<file path="src/rtl/rect_cyl_isqrt_if.sv">
// Handshake bundle for the sequential integer square-root stage.
// The slave side is the root stage; the master side is its driver/consumer.
interface rect_cyl_isqrt_if #(
    parameter int IN_W = 16
);
    localparam int OUT_W = IN_W / 2;

    logic             ena;
    logic             in_valid;
    logic             in_ready;
    logic [IN_W-1:0]  in_data;
    logic             out_valid;
    logic             out_ready;
    logic [OUT_W-1:0] out_root;
    logic [OUT_W:0]   out_rem;

    modport slave (
        input  ena, in_valid, in_data, out_ready,
        output in_ready, out_valid, out_root, out_rem
    );

    modport master (
        output ena, in_valid, in_data, out_ready,
        input  in_ready, out_valid, out_root, out_rem
    );
endinterface

</file>
<file path="src/rtl/rect_cyl_isqrt.sv">
// Restoring digit-by-digit integer square root, one root bit per cycle.
// Returns floor(sqrt(in_data)) and in_data - root^2 through valid/ready.
//
// state | meaning
// IDLE  | waiting for a radicand; in_ready follows ena
// CALC  | retiring one root bit per enabled cycle
// DONE  | result presented; waits for out_ready
module rect_cyl_isqrt #(
    parameter int IN_W = 16
) (
    input logic             clk,
    input logic             rst,
    rect_cyl_isqrt_if.slave bus
);
    localparam int OUT_W = IN_W / 2;
    localparam int RW    = OUT_W + 2;
    localparam int SW    = OUT_W + 4;
    localparam int OW1   = OUT_W + 1;
    localparam int CW    = (OUT_W > 2) ? $clog2(OUT_W) : 1;

    typedef enum logic [1:0] {IDLE, CALC, DONE} state_t;

    state_t           state_q, state_d;
    logic [IN_W-1:0]  rad_q, rad_d;
    logic [RW-1:0]    rem_q, rem_d;
    logic [OUT_W-1:0] root_q, root_d;
    logic [CW-1:0]    cnt_q, cnt_d;
    logic [OUT_W-1:0] out_root_q, out_root_d;
    logic [OW1-1:0]   out_rem_q, out_rem_d;

    logic [SW-1:0]    rem_sh;
    logic [SW-1:0]    trial;
    logic             ge;
    logic [RW-1:0]    rem_nx;
    logic [OUT_W-1:0] root_nx;

    // Single iteration; the widened compare keeps the shifted remainder exact.
    always_comb begin
        rem_sh  = {rem_q, rad_q[IN_W-1:IN_W-2]};
        trial   = {2'b00, root_q, 2'b01};
        ge      = (rem_sh >= trial);
        rem_nx  = RW'(ge ? (rem_sh - trial) : rem_sh);
        root_nx = OUT_W'({root_q, ge});
    end

    always_comb begin
        state_d    = state_q;
        rad_d      = rad_q;
        rem_d      = rem_q;
        root_d     = root_q;
        cnt_d      = cnt_q;
        out_root_d = out_root_q;
        out_rem_d  = out_rem_q;
        if (bus.ena) begin
            case (state_q)
                IDLE: begin
                    if (bus.in_valid) begin
                        state_d = CALC;
                        rad_d   = bus.in_data;
                        rem_d   = '0;
                        root_d  = '0;
                        cnt_d   = CW'(OUT_W - 1);
                    end
                end
                CALC: begin
                    rad_d  = {rad_q[IN_W-3:0], 2'b00};
                    rem_d  = rem_nx;
                    root_d = root_nx;
                    cnt_d  = cnt_q - CW'(1);
                    if (cnt_q == '0) begin
                        state_d    = DONE;
                        out_root_d = root_nx;
                        out_rem_d  = OW1'(rem_nx);
                    end
                end
                DONE: begin
                    if (bus.out_ready) state_d = IDLE;
                end
                default: state_d = IDLE;
            endcase
        end
    end

    always_ff @(posedge clk or posedge rst) begin
        if (rst) begin
            state_q    <= IDLE;
            rad_q      <= '0;
            rem_q      <= '0;
            root_q     <= '0;
            cnt_q      <= '0;
            out_root_q <= '0;
            out_rem_q  <= '0;
        end else begin
            state_q    <= state_d;
            rad_q      <= rad_d;
            rem_q      <= rem_d;
            root_q     <= root_d;
            cnt_q      <= cnt_d;
            out_root_q <= out_root_d;
            out_rem_q  <= out_rem_d;
        end
    end

    assign bus.in_ready  = bus.ena & (state_q == IDLE);
    assign bus.out_valid = bus.ena & (state_q == DONE);
    assign bus.out_root  = out_root_q;
    assign bus.out_rem   = out_rem_q;
endmodule

</file>
<file path="src/flat_wrapper.sv">
// flat-port wrapper written by rule: the top's interface ports become plain ports
module rect_cyl_isqrt_flat 
#(
    parameter int IN_W = 16
)
  (clk, rst, bus_ena, bus_in_valid, bus_in_data, bus_out_ready, bus_in_ready, bus_out_valid, bus_out_root, bus_out_rem);
  rect_cyl_isqrt_if #(.IN_W(IN_W)) bus_i ();
  input logic clk;
  input logic rst;
  input wire logic [$bits(bus_i.ena)-1:0] bus_ena;
  input wire logic [$bits(bus_i.in_valid)-1:0] bus_in_valid;
  input wire logic [$bits(bus_i.in_data)-1:0] bus_in_data;
  input wire logic [$bits(bus_i.out_ready)-1:0] bus_out_ready;
  output wire logic [$bits(bus_i.in_ready)-1:0] bus_in_ready;
  output wire logic [$bits(bus_i.out_valid)-1:0] bus_out_valid;
  output wire logic [$bits(bus_i.out_root)-1:0] bus_out_root;
  output wire logic [$bits(bus_i.out_rem)-1:0] bus_out_rem;
  assign bus_i.ena = bus_ena;
  assign bus_i.in_valid = bus_in_valid;
  assign bus_i.in_data = bus_in_data;
  assign bus_i.out_ready = bus_out_ready;
  assign bus_in_ready = bus_i.in_ready;
  assign bus_out_valid = bus_i.out_valid;
  assign bus_out_root = bus_i.out_root;
  assign bus_out_rem = bus_i.out_rem;
  rect_cyl_isqrt #(.IN_W(IN_W)) u_core (.clk(clk), .rst(rst), .bus(bus_i));
endmodule
</file>
<file path="config.mk">
export PLATFORM = sky130hd
export DESIGN_NAME = rect_cyl_isqrt_flat
export DESIGN_NICKNAME = d
export VERILOG_FILES = /design/src/rtl/rect_cyl_isqrt_if.sv /design/src/rtl/rect_cyl_isqrt.sv /design/src/flat_wrapper.sv
export SDC_FILE = /design/constraint.sdc
export NUM_CORES = 1
export LEC_CHECK = 0
export ABC_AREA = 1
export ABC_CLOCK_PERIOD_IN_PS = 1800
export CORE_ASPECT_RATIO = 0.7
export CORE_MARGIN = 5
export CORE_UTILIZATION = 50
export CTS_CLUSTER_SIZE = 14
export DETAILED_ROUTE_END_ITERATION = 16
export MAX_ROUTING_LAYER = met4
export PLACE_DENSITY_LB_ADDON = 0.12
export SETUP_SLACK_MARGIN = 0.2
export SLEW_MARGIN = 20
export SYNTH_ARGS = -nofsm -noshare
export SYNTH_HDL_FRONTEND = slang
export SYNTH_SLANG_ARGS = --single-unit
</file>
<file path="constraint.sdc">
create_clock -name clk -period 1.8 [get_ports clk]
set_input_delay 0.18 -clock clk [delete_from_list [all_inputs] [get_ports clk]]
set_output_delay 0.18 -clock clk [all_outputs]
set_load 0.1 [all_outputs]
</file>
==> impl_results.md <==
- Status: finished clean
- Mapped Nets: 441
- Synthesis warning total: 0
- WP data required: 2.00 ns
- FF-to-FF path depth: 9
- Worst flop-to-flop path startpoint: u_core.rem_q[6]$_DFFE_PP0P_
- Initial core utilization: 51.93%
- CP arrival: around 2.0 ns
- Final Skew: 0.007828 ns
- Max-cap viol count: 0
- CP endpoint kind: flip-flop
- DRC: 0
- Wire length per cell: 14.68 um
- Total gr overflow: 0
- Area after DPL: ~4000 um^2
- Number of global-route vias before repair: 2756
- Reg2reg setup slack: 0.04 ns
- Final nets: 510
- Reg clk slew, reported paths: roughly 0.10 ns
- Startpoint Class: flip-flop
- Max-slew violations: 0
- Slowest CP cell: dfrtp_2
- First-pass GRT wire length: between 10 and 15 mm
- Root Driver: clkbuf_8
- H-tree lvl count: 2
- Worst hold-check path type: input port to asynchronous set/reset pin
- Final WL: 8.160 mm
- Synthesized area per cell: 7.989 um^2
- Hold Vio Cnt, Final: 0
- Mapped Area: 3259 um^2
- Mux share of post-synthesis cell area: 0%
- Final setup viols: 0
- Post-Synth XOR/XNOR Area: 0.8061%
- Crit path largest cell delay: 0.46 ns
- Vias: 2822
- Die height: 77.55 um
- FILL cells: between 500 and 600
- DIE AREA: 8259 um^2
- Io pins: 40
- Vias per Instance: 5.076
- Sequential Area: 1404 um^2
- Slew HR: 72.82%
- Setup TNS: 0 ns
- Hold buffers post-CTS: 0
- Final instance area: 4342 um^2
- Worst-case clock buffer depth: 2
- Synth Area in Adders: 4.607%
- DP Wirelength: a little under 6 mm
- Clock Latency Late Sink: roughly 0.31 ns
- DR iter-0 viols: 174
- Max Freq: between 500 and 600 MHz
- Share of layout cells above drive strength 1: a little under a third
- Worst slew pin tran: between 0.4 and 0.5 ns
- Area of the core: 6276 um^2
- Critical Path Fanout Max: 5
- Gate Count Post-Synth: 408
- Routability cong.: 0.8772
- Largest family of logic cells by synthesized area: simple AND/OR/NAND/NOR gates
- Finished Core Util: 69.18%
- Tmin final: 1.762 ns
- DRT Pass-1 Iters: 4
- Simple-gate share of the synthesized area: 30.52%
- Initial antenna violation count: 0
- Share of the clock period used by the worst path: a little over nine tenths
- CTS buffer count: 5
- IO buf count: 39
- Seq cells post-synth: between 50 and 60
- Multi-input gate area: 1795 um^2
- Die Wd: between 100 and 150 um
- # diodes: 0
- Compound-Gate Fraction of Synth Area: between 10% and 20%
- Detail Route Antenna Nets: 0
- Worst-path cell chain: ha_4 -> nand2_2 -> nor2_8 -> nand3_4 -> nand4_4 -> buf_12 -> nand2_4 -> nand3_1 -> nand2_1
- Critical R2R Capture: u_core.rem_q[1]$_DFFE_PP0P_
- Cell row count: 24
- Clk sinks: 56
- Sequential element share of the synthesized area: 42.99%
- Pin count of the biggest net entering global routing: 57
- Synth unique cells: 33
- Setup crit start: u_core.rem_q[6]$_DFFE_PP0P_
- CTS tree: built
- All-Layer GR Usage: 21.57%
- CP Class: flip-flop to flip-flop
- Area Growth Syn to Fin: 33.21%
- RSZ-0062 raised after global routing: yes
## cells in the mapped netlist
cell type | number | area [um^2]
nand2_1 | 125 | 469.2
inv_1 | 62 | 232.7
dfrtp_1 | 56 | 1401
o21ai_0 | 29 | 145.1
nand3_1 | 25 | 125.1
o21ai_1 | 14 | 70.07
ha_1 | 12 | 150.1
nand4_1 | 12 | 75.07
nand2_4 | 10 | 112.6
nor2_1 | 8 | 30.03
o22ai_1 | 8 | 50.05
buf_4 | 5 | 37.54
inv_2 | 5 | 18.77
a21oi_1 | 4 | 20.02
buf_2 | 4 | 20.02
nand2_2 | 4 | 25.02
a21oi_2 | 3 | 26.28
nor2_8 | 3 | 60.06
clkbuf_1 | 2 | 7.510
nand3_4 | 2 | 35.03
nand3b_1 | 2 | 15.01
xnor2_1 | 2 | 17.52
a211oi_1 | 1 | 7.510
a22oi_1 | 1 | 7.510
a32oi_1 | 1 | 8.760
buf_1 | 1 | 3.750
buf_12 | 1 | 20.02
buf_6 | 1 | 11.26
nand3_2 | 1 | 10.01
nand4_4 | 1 | 21.27
nor2_4 | 1 | 11.26
nor3_1 | 1 | 5.000
xor2_1 | 1 | 8.760
## through the flow
step | std cells | worst slack [ns] | hold slack [ns]
floorplan | 408 | -0.01421 | 0.3269
global placement | 535 | 0.05891 | 0.4648
detailed placement | 535 | 0.03829 | 0.4661
CTS | 554 | 0.07452 | 0.2429
global route | 556 | -0.02663 | 0.2663
finish | 556 | 0.03795 | 0.2324
## final cells by class
cell class / count / area share (%)
clock buffers: 6 / 1.671
clock inverters: 2 / 0.3746
inverters: 67 / 5.793
multi-input cells: 272 / 41.35
flip-flops and latches: 56 / 32.33
well taps: 78 / 2.248
repair buffers: 75 / 16.22
## worst max path at each step
stage / to / slack [ns] / cells after the start
after floorplan: bus_in_ready / -0.01 / 1
after global placement: u_core.bus.out_rem[0]$_DFFE_PP0P_ / 0.06 / 10
after detailed placement: u_core.bus.out_rem[7]$_DFFE_PP0P_ / 0.04 / 10
after CTS: u_core.rem_q[0]$_DFFE_PP0P_ / 0.07 / 10
after global routing: u_core.rem_q[1]$_DFFE_PP0P_ / -0.03 / 11
final: u_core.rem_q[1]$_DFFE_PP0P_ / 0.04 / 9
## timing repair
action / CTS / global route
resized for setup: 12 / 24
setup endpoints to repair: 21 / 21
buffers inserted: 10 / 2
cloned: 1 / 0
pin swaps: 15 / 16
## cell families after synthesis
family | Yosys count
buffers and inverters | 81
flip-flops | 56
AO/OA/AOI/OAI | 61
AND/OR/NAND/NOR | 195
adder cells (fa/ha/maj) | 12
XOR/XNOR | 3
## critical path, delay by kind of cell (launching register included)
family        cells  cell delay, ns
buf+inv           1            0.15
flops             1            0.46
simple gates      7            0.74
fa+ha+maj         1            0.31
## per-layer routing
metal	wire length, um	global-route usage (%)	vias up	part of all wire (%)
li1	-	-	1436	-
met1	4225	33.18	1314	52
met2	3450	29.20	66	42
met3	427	4.229	6	5.2
met4	56	4.725	0	0.69
met5	0	-	-	0
## placed cells by master, fill, tap and decap left out, types with 14 or more instances in the layout
| cell | count |
|---|---|
| nand2_2 | 14 |
| o21ai_0 | 28 |
| nand2_1 | 112 |
| nand3_2 | 17 |
| o21ai_1 | 15 |
| buf_4 | 47 |
| inv_1 | 55 |
| clkdlybuf4s50_1 | 20 |
| dfrtp_1 | 54 |
## state kept, by name, summed over array words and instances, names as in the netlist
register / flops
u_core.cnt_q: 3
u_core.state_q: 2
u_core.bus.out_rem: 9
u_core.rad_q: 16
u_core.bus.out_root: 8
u_core.rem_q: 10
u_core.root_q: 8
Power is not shown: default switching activity piles up to over one toggle a cycle in this logic, so the estimate is an artifact.
